## config.mk

```make
export PLATFORM = sky130hd
export DESIGN_NAME = ram_stream_reader_flat
export DESIGN_NICKNAME = d
export VERILOG_FILES = /design/src/rtl/ram_stream_reader_if.sv /design/src/rtl/ram_stream_reader.sv /design/src/flat_wrapper.sv
export SDC_FILE = /design/constraint.sdc
export NUM_CORES = 1
export LEC_CHECK = 0
export ABC_AREA = 1
export BUFFER_PORTS_ARGS = -buffer_cell sky130_fd_sc_hd__clkbuf_2
export CAP_MARGIN = 5
export CELL_PAD_IN_SITES_DETAIL_PLACEMENT = 0
export CELL_PAD_IN_SITES_GLOBAL_PLACEMENT = 1
export CORE_MARGIN = 5
export CORE_UTILIZATION = 40
export CTS_CLUSTER_DIAMETER = 40
export DETAILED_ROUTE_END_ITERATION = 7
export PLACE_DENSITY = 0.67
export SYNTH_ARGS = -nofsm -noshare
export SYNTH_HDL_FRONTEND = slang
export SYNTH_SLANG_ARGS = --single-unit
```

## constraint.sdc

```tcl
create_clock -name clk -period 6.45 [get_ports clk]
set_clock_uncertainty 0.05 [all_clocks]
set_input_delay 0.3225 -clock clk [delete_from_list [all_inputs] [get_ports clk]]
set_output_delay 0.3225 -clock clk [all_outputs]
set_load 0.03 [all_outputs]
```

## src/rtl/ram_stream_reader_if.sv

```systemverilog
`default_nettype none
// ============================================================================
//  Module      : ram_stream_reader_if
//  Description : Bundles the RAM read port and the outgoing valid/ready
//                stream of ram_stream_reader.
//                master : reader side (drives RAM read, drives stream)
//                slave  : RAM + downstream side
//  Ports       : ram_read_en, ram_read_address -> RAM
//                ram_read_data                 <- RAM (1-cycle registered)
//                m_valid, m_data, m_last       -> downstream
//                m_ready                       <- downstream
//  Revision    : 1.0  initial release
// ============================================================================
interface ram_stream_reader_if #(
    parameter int WIDTH      = 72,
    parameter int DEPTH_BITS = 10
);
    logic                  ram_read_en;
    logic [DEPTH_BITS-1:0] ram_read_address;
    logic [WIDTH-1:0]      ram_read_data;
    logic                  m_valid;
    logic [WIDTH-1:0]      m_data;
    logic                  m_last;
    logic                  m_ready;

    modport master (
        output ram_read_en,
        output ram_read_address,
        input  ram_read_data,
        output m_valid,
        output m_data,
        output m_last,
        input  m_ready
    );

    modport slave (
        input  ram_read_en,
        input  ram_read_address,
        output ram_read_data,
        input  m_valid,
        input  m_data,
        input  m_last,
        output m_ready
    );
endinterface
`default_nettype wire

```

## src/rtl/ram_stream_reader.sv

```systemverilog
`default_nettype none
// ============================================================================
//  Module      : ram_stream_reader
//  Description : Walks a contiguous RAM address range after a start command,
//                issues 1-cycle-latency reads and streams the returned words
//                out over valid/ready with a last-word marker. A 4-entry
//                output FIFO plus a credit rule absorbs backpressure so no
//                returned RAM word is ever dropped.
//  Ports       : clk, rst_n (async, active low)
//                start, base_addr, length  - transfer command
//                busy, done                - transfer status
//                bus (master modport)      - RAM read port + output stream
//  Revision    : 1.0  initial release
// ============================================================================
module ram_stream_reader #(
    parameter int WIDTH      = 72,
    parameter int DEPTH_BITS = 10,
    parameter int FIFO_DEPTH = 4
) (
    input  wire logic                  clk,
    input  wire logic                  rst_n,
    input  wire logic                  start,
    input  wire logic [DEPTH_BITS-1:0] base_addr,
    input  wire logic [DEPTH_BITS:0]   length,
    output logic                       busy,
    output logic                       done,
    ram_stream_reader_if.master        bus
);

    localparam int c_PTR_W = $clog2(FIFO_DEPTH);
    localparam int c_CNT_W = $clog2(FIFO_DEPTH + 1);

    // Issue allowed while FIFO occupancy plus the in-flight read is at most 2,
    // which bounds occupancy at 3 even with the consumer fully stalled.
    localparam logic [c_CNT_W:0]     c_CREDIT_LIMIT = 2;
    localparam logic [c_CNT_W-1:0]   c_MAX_OCC      = c_CNT_W'(FIFO_DEPTH - 1);
    localparam logic [DEPTH_BITS:0]  c_ONE_LEFT     = 1;

    typedef enum logic [1:0] {
        S_IDLE  = 2'd0,
        S_ISSUE = 2'd1,
        S_DRAIN = 2'd2
    } state_t;

    state_t                 r_state;
    state_t                 w_state_nxt;
    logic [DEPTH_BITS-1:0]  r_addr;
    logic [DEPTH_BITS:0]    r_remaining;
    logic                   r_pending;
    logic                   r_pending_last;

    logic [WIDTH-1:0]       r_fifo_data [FIFO_DEPTH];
    logic                   r_fifo_last [FIFO_DEPTH];
    logic [c_PTR_W-1:0]     r_wr_ptr;
    logic [c_PTR_W-1:0]     r_rd_ptr;
    logic [c_CNT_W-1:0]     r_count;

    logic                   w_issue;
    logic                   w_done;
    logic                   w_push;
    logic                   w_pop;
    logic                   w_fifo_empty;
    logic                   w_credit_ok;
    logic                   w_accept;

    assign w_fifo_empty = (r_count == '0);
    assign w_credit_ok  = (({1'b0, r_count} + {{c_CNT_W{1'b0}}, r_pending}) <= c_CREDIT_LIMIT);
    assign w_accept     = (r_state == S_IDLE) && start;
    // Read data is valid in the cycle after the issue; it lands in the FIFO
    // at the end of that cycle.
    assign w_push       = r_pending;
    assign w_pop        = bus.m_valid && bus.m_ready;

    // ------------------------------------------------------------------
    // FSM next state / strobes
    // ------------------------------------------------------------------
    always_comb begin
        w_state_nxt = r_state;
        w_issue     = 1'b0;
        w_done      = 1'b0;
        case (r_state)
            S_IDLE: begin
                if (start) begin
                    w_state_nxt = (length == '0) ? S_DRAIN : S_ISSUE;
                end
            end
            S_ISSUE: begin
                if (w_credit_ok) begin
                    w_issue = 1'b1;
                    if (r_remaining == c_ONE_LEFT) begin
                        w_state_nxt = S_DRAIN;
                    end
                end
            end
            S_DRAIN: begin
                if (w_fifo_empty && !r_pending) begin
                    w_done      = 1'b1;
                    w_state_nxt = S_IDLE;
                end
            end
            default: begin
                w_state_nxt = S_IDLE;
            end
        endcase
    end

    always_ff @(posedge clk or negedge rst_n) begin
        if (!rst_n) begin
            r_state <= S_IDLE;
        end else begin
            r_state <= w_state_nxt;
        end
    end

    // ------------------------------------------------------------------
    // Address walker and in-flight read tracking
    // ------------------------------------------------------------------
    always_ff @(posedge clk or negedge rst_n) begin
        if (!rst_n) begin
            r_addr         <= '0;
            r_remaining    <= '0;
            r_pending      <= 1'b0;
            r_pending_last <= 1'b0;
        end else begin
            if (w_accept) begin
                r_addr      <= base_addr;
                r_remaining <= length;
            end else if (w_issue) begin
                // Natural wrap of the address register gives the modulo walk.
                r_addr      <= r_addr + 1'b1;
                r_remaining <= r_remaining - 1'b1;
            end
            r_pending      <= w_issue;
            r_pending_last <= w_issue && (r_remaining == c_ONE_LEFT);
        end
    end

    // ------------------------------------------------------------------
    // Output FIFO: control state is reset, storage is not
    // ------------------------------------------------------------------
    always_ff @(posedge clk or negedge rst_n) begin
        if (!rst_n) begin
            r_wr_ptr <= '0;
            r_rd_ptr <= '0;
            r_count  <= '0;
        end else begin
            if (w_push) begin
                r_wr_ptr <= r_wr_ptr + 1'b1;
            end
            if (w_pop) begin
                r_rd_ptr <= r_rd_ptr + 1'b1;
            end
            case ({w_push, w_pop})
                2'b10:   r_count <= r_count + 1'b1;
                2'b01:   r_count <= r_count - 1'b1;
                default: r_count <= r_count;
            endcase
        end
    end

    always_ff @(posedge clk) begin
        if (w_push) begin
            r_fifo_data[r_wr_ptr] <= bus.ram_read_data;
            r_fifo_last[r_wr_ptr] <= r_pending_last;
        end
    end

    // ------------------------------------------------------------------
    // Outputs
    // ------------------------------------------------------------------
    assign bus.ram_read_en      = w_issue;
    assign bus.ram_read_address = r_addr;
    assign bus.m_valid          = !w_fifo_empty;
    assign bus.m_data           = r_fifo_data[r_rd_ptr];
    // Gated so m_last reads 0 while no word is presented (incl. reset).
    assign bus.m_last           = !w_fifo_empty && r_fifo_last[r_rd_ptr];
    assign busy                 = (r_state != S_IDLE);
    assign done                 = w_done;

    // The credit rule must keep the FIFO from ever filling past 3 entries.
    a_no_overflow: assert property (@(posedge clk) disable iff (!rst_n) r_count <= c_MAX_OCC);

endmodule
`default_nettype wire

```

## src/flat_wrapper.sv

```systemverilog
// flat-port wrapper written by rule: the top's interface ports become plain ports
module ram_stream_reader_flat 
#(
    parameter int WIDTH      = 72,
    parameter int DEPTH_BITS = 10,
    parameter int FIFO_DEPTH = 4
)
  (clk, rst_n, start, base_addr, length, busy, done, bus_ram_read_en, bus_ram_read_address, bus_ram_read_data, bus_m_valid, bus_m_data, bus_m_last, bus_m_ready);
  ram_stream_reader_if #(.WIDTH(WIDTH), .DEPTH_BITS(DEPTH_BITS)) bus_i ();
  input  wire logic clk;
  input  wire logic rst_n;
  input  wire logic start;
  input  wire logic [DEPTH_BITS-1:0] base_addr;
  input  wire logic [DEPTH_BITS:0] length;
  output logic busy;
  output logic done;
  output wire logic [$bits(bus_i.ram_read_en)-1:0] bus_ram_read_en;
  output wire logic [$bits(bus_i.ram_read_address)-1:0] bus_ram_read_address;
  input wire logic [$bits(bus_i.ram_read_data)-1:0] bus_ram_read_data;
  output wire logic [$bits(bus_i.m_valid)-1:0] bus_m_valid;
  output wire logic [$bits(bus_i.m_data)-1:0] bus_m_data;
  output wire logic [$bits(bus_i.m_last)-1:0] bus_m_last;
  input wire logic [$bits(bus_i.m_ready)-1:0] bus_m_ready;
  assign bus_ram_read_en = bus_i.ram_read_en;
  assign bus_ram_read_address = bus_i.ram_read_address;
  assign bus_i.ram_read_data = bus_ram_read_data;
  assign bus_m_valid = bus_i.m_valid;
  assign bus_m_data = bus_i.m_data;
  assign bus_m_last = bus_i.m_last;
  assign bus_i.m_ready = bus_m_ready;
  ram_stream_reader #(.WIDTH(WIDTH), .DEPTH_BITS(DEPTH_BITS), .FIFO_DEPTH(FIFO_DEPTH)) u_core (.clk(clk), .rst_n(rst_n), .start(start), .base_addr(base_addr), .length(length), .busy(busy), .done(done), .bus(bus_i));
endmodule
```

==> results.md <==
- Final nets: around 1,400
- Leak Pwr: 6.33 nW
- Crit path buf inv count: 3
- Fraction of layout cells with a size suffix above 1: 0.216
- Vias in the first global route: ~8,700
- Family with the most delay on the worst path: buffers and inverters
- Slowest-stage cell, CP: buf_4
- Post-Syn Area: 0.0129 mm^2
- Syn_nets: between 1,000 and 1,500
- Routed len/inst: 17.4 um
- Max-slew violation count: 0
- Pwr Density: about 520 mW/mm^2
- Ys Warns: 0
- Die span in x: 190 um
- CTS sink cnt: ~320
- First-pass GRT wire length: 48,000 um
- Dpl hpwl: about 17,000 um
- Final WL: 30,100 um
- Initial core utilization: 0.407
- Period minus WS final: about 3.5 ns
- Clk_lat worst skew: about 0.52 ns
- Hold slack: 0.0369 ns
- Mean Syn Cell Area: roughly 13 um^2
- Area delta synth->final: 29.2%
- Worst R2R Setup Slack: roughly 4.1 ns
- Post-CTS setup buffers: 0
- # IOs: approximately 180
- CP Depth: 5
- Worst EP required: between 6 and 7 ns
- Congestion Overflow GR: 0
- Critical path peak fanout: 76
- Critical path start-end classification: reg2out
- CTS root buf: clkbuf_16
- Initial antenna violation count: 0
- Period utilisation layout: 0.549
- DIE AREA: 0.0359 mm^2
- Flop pwr share: 0.330
- FF-to-FF Start: u_core.r_wr_ptr[0]
- Post-synthesis sequential area ratio: 0.742
- Worst-case vdd ir drop: between 0.2 and 0.25 mV
- Clk buf depth: 3
- WP data arrival: 3.17 ns
- Reg-to-Reg End: u_core.r_fifo_data[2][51]
- Slew @ Worst Pin: about 1.2 ns
- First-iteration detailed-routing DRC count: between 400 and 500
- Sw Share: 0.386
- Placed cells: ~1,600
- Vias: about 8,600
- Number of diodes: 0
- Clock-pin transition on the worst setup and hold timing paths: roughly 0.05 ns
- CTS buffer count: 48
- Pwr Total: around 0.0086 W
- Max_slew headroom: 0.221
- CP startpoint: u_core.r_rd_ptr[0]
- Detail Route Antenna Nets: 0
- Post-Layout Cell Count: about 1,700
- Largest net degree at the start of global routing: approximately 120
- Finish-stage setup viols: 0
- Worst hold path class: in2reg
- Status: completed
- RSZ-0062 raised after global routing: false
- TritonRoute pass-1 iters: 5
- TritonCTS clock tree: yes
- CP Capture Type: primary output
- R2R depth: 5
- Clock share of power: 0.319
- Gate power share: 0.351
- Crit path cell chain: inv_4 -> buf_4 -> o21ai_0 -> o22ai_1 -> clkbuf_2
- Total GRT Usage: 0.166
- Fraction of registers with async set/reset: 0.0988
- NetSw: 0.00332 W
- Dpl ws: 3.42 ns
- Post-route DRC: 0
- Worst setup margin: 2.91 ns
- Ys flop type: edfxtp_1
- Port buffer count: ~180
- Global placer's final weighted congestion: about 0.76
- Yosys cell types: 31
- Core area: about 0.032 mm^2
- Peak Freq: ~280 MHz
- Mapped Cells: 1,030
- Routed vias/inst: 4.98
- P_int: approximately 0.0053 W
- H-Tree Level Count: 2
- Max incr delay on CP: ~0.7 ns
- Chip height: about 190 um
- Hold Fails Final Rpt: 0
- Setup crit end: bus_m_data[9]
- Worst setup SP type: flip-flop
- Synthesized flop and latch total: 324
- # Max-Cap Violations: 0
- Setup TNS: 0 ns
- EDFF count, synth: between 200 and 300
- Num rows: 65
-- sequential cells by signal, summed over array words and instances, names as in the netlist --
signal / cells
u_core.r_pending_last: 1
u_core.bus.ram_read_address: 10
u_core.r_count: 3
u_core.r_remaining: 11
u_core.r_state: 2
u_core.r_fifo_data: 288
u_core.r_pending: 1
u_core.r_rd_ptr: 2
u_core.r_wr_ptr: 2
u_core.r_fifo_last: 4
-- cell usage after synthesis (10+ instances only) --
cell | n | area share
buf_2 | 15 | 0.0058
clkbuf_1 | 34 | 0.0099
inv_1 | 43 | 0.013
nor2_1 | 183 | 0.053
o22ai_1 | 72 | 0.035
edfxtp_1 | 292 | 0.68
dfrtp_1 | 32 | 0.062
nand2_1 | 111 | 0.032
nand3_1 | 36 | 0.014
o21ai_0 | 164 | 0.064
ha_1 | 10 | 0.0097
-- power groups by stage --
| stage | Clock, W | Sequential, W | Combinational, W |
|---|---|---|---|
| finish | 0.00275 | 0.00284 | 0.00303 |
| CTS | 0.00280 | 0.00284 | 0.00309 |
| global placement | 0 | 0.00288 | 0.00302 |
| global route | 0.00290 | 0.00288 | 0.00336 |
| floorplan | 0 | 0.00287 | 0.00213 |
| detailed placement | 0 | 0.00288 | 0.00305 |
-- layout make-up --
cell class	count	area [um^2]
fillers	2726	15100
flip-flops and latches	324	9570
multi-input cells	604	2900
repair buffers	271	1780
clock buffers	49	1230
well taps	402	503
clock inverters	36	492
inverters	48	188
-- cells by family (layout without fill, tap and decap cells) --
kind of cell / count (synthesis) / count (layout) / synth area share
adder cells (fa/ha/maj): 11 / 11 / 0.0113
XOR/XNOR: 5 / 5 / 0.00340
AND/OR/NAND/NOR: 344 / 344 / 0.108
flip-flops: 324 / 324 / 0.742
buffers and inverters: 102 / 404 / 0.0329
AO/OA/AOI/OAI: 244 / 244 / 0.102
-- routing by layer --
layer,GRT usage,wire [um]
met3,0.0328,1750
met2,0.272,14100
met5,0,0
met4,0.0387,417
met1,0.232,13800
-- layout by cell type (no fill, tap or decap), drive strengths merged, types with 2 or more instances in the layout --
cell type    synthesis  layout
buf                 20       8
nand2              113     113
nand3b               2       2
nor2               185     185
ha                  10      10
nand4                3       3
clkbuf              34     232
inv                 47      52
clkinv               1      20
nand3               36      36
nor3                 3       3
xor2                 4       4
o22ai               72      72
o21ai              166     166
edfxtp             292     292
dfrtp               32      32
a21oi                4       4
bufinv               0      11
dlygate4sd3          0      80
or2                  2       2
-- timing repair --
action,4_1_cts,5_1_grt
endpoints found under the hold margin,327,0
resized for setup,0,0
hold buffers,80,0
-- worst min-delay path by stage --
stage / cells past startpoint / startpoint / to / slack [ns]
final: 5 / base_addr[8] / u_core.bus.ram_read_address[8] / 0.04
after global routing: 5 / base_addr[0] / u_core.bus.ram_read_address[0] / 0.06
after CTS: 5 / base_addr[8] / u_core.bus.ram_read_address[8] / 0.01
after detailed placement: 0 / u_core.r_pending_last / u_core.r_fifo_last[0] / 0.43
after global placement: 0 / u_core.r_pending_last / u_core.r_fifo_last[0] / 0.42
after floorplan: 0 / rst_n / u_core.bus.ram_read_address[0] / -0.02
-- per-stage QoR --
| step | area [um^2] | utilization |
|---|---|---|
| after global routing | 16700 | 0.525 |
| after detailed placement | 14100 | 0.446 |
| after CTS | 16700 | 0.525 |
| after floorplan | 12900 | - |
| final | 16700 | 0.525 |
| after global placement | 14100 | 0.446 |
-- worst reg2reg max path, stage by stage (launching register included) --
cell and delay (ns):
dfrtp_1 0.41, inv_1 0.10, ha_1 0.14, nand2_1 0.06, clkinv_2 0.52, buf_4 0.66
(Power assumes the default switching activity.)
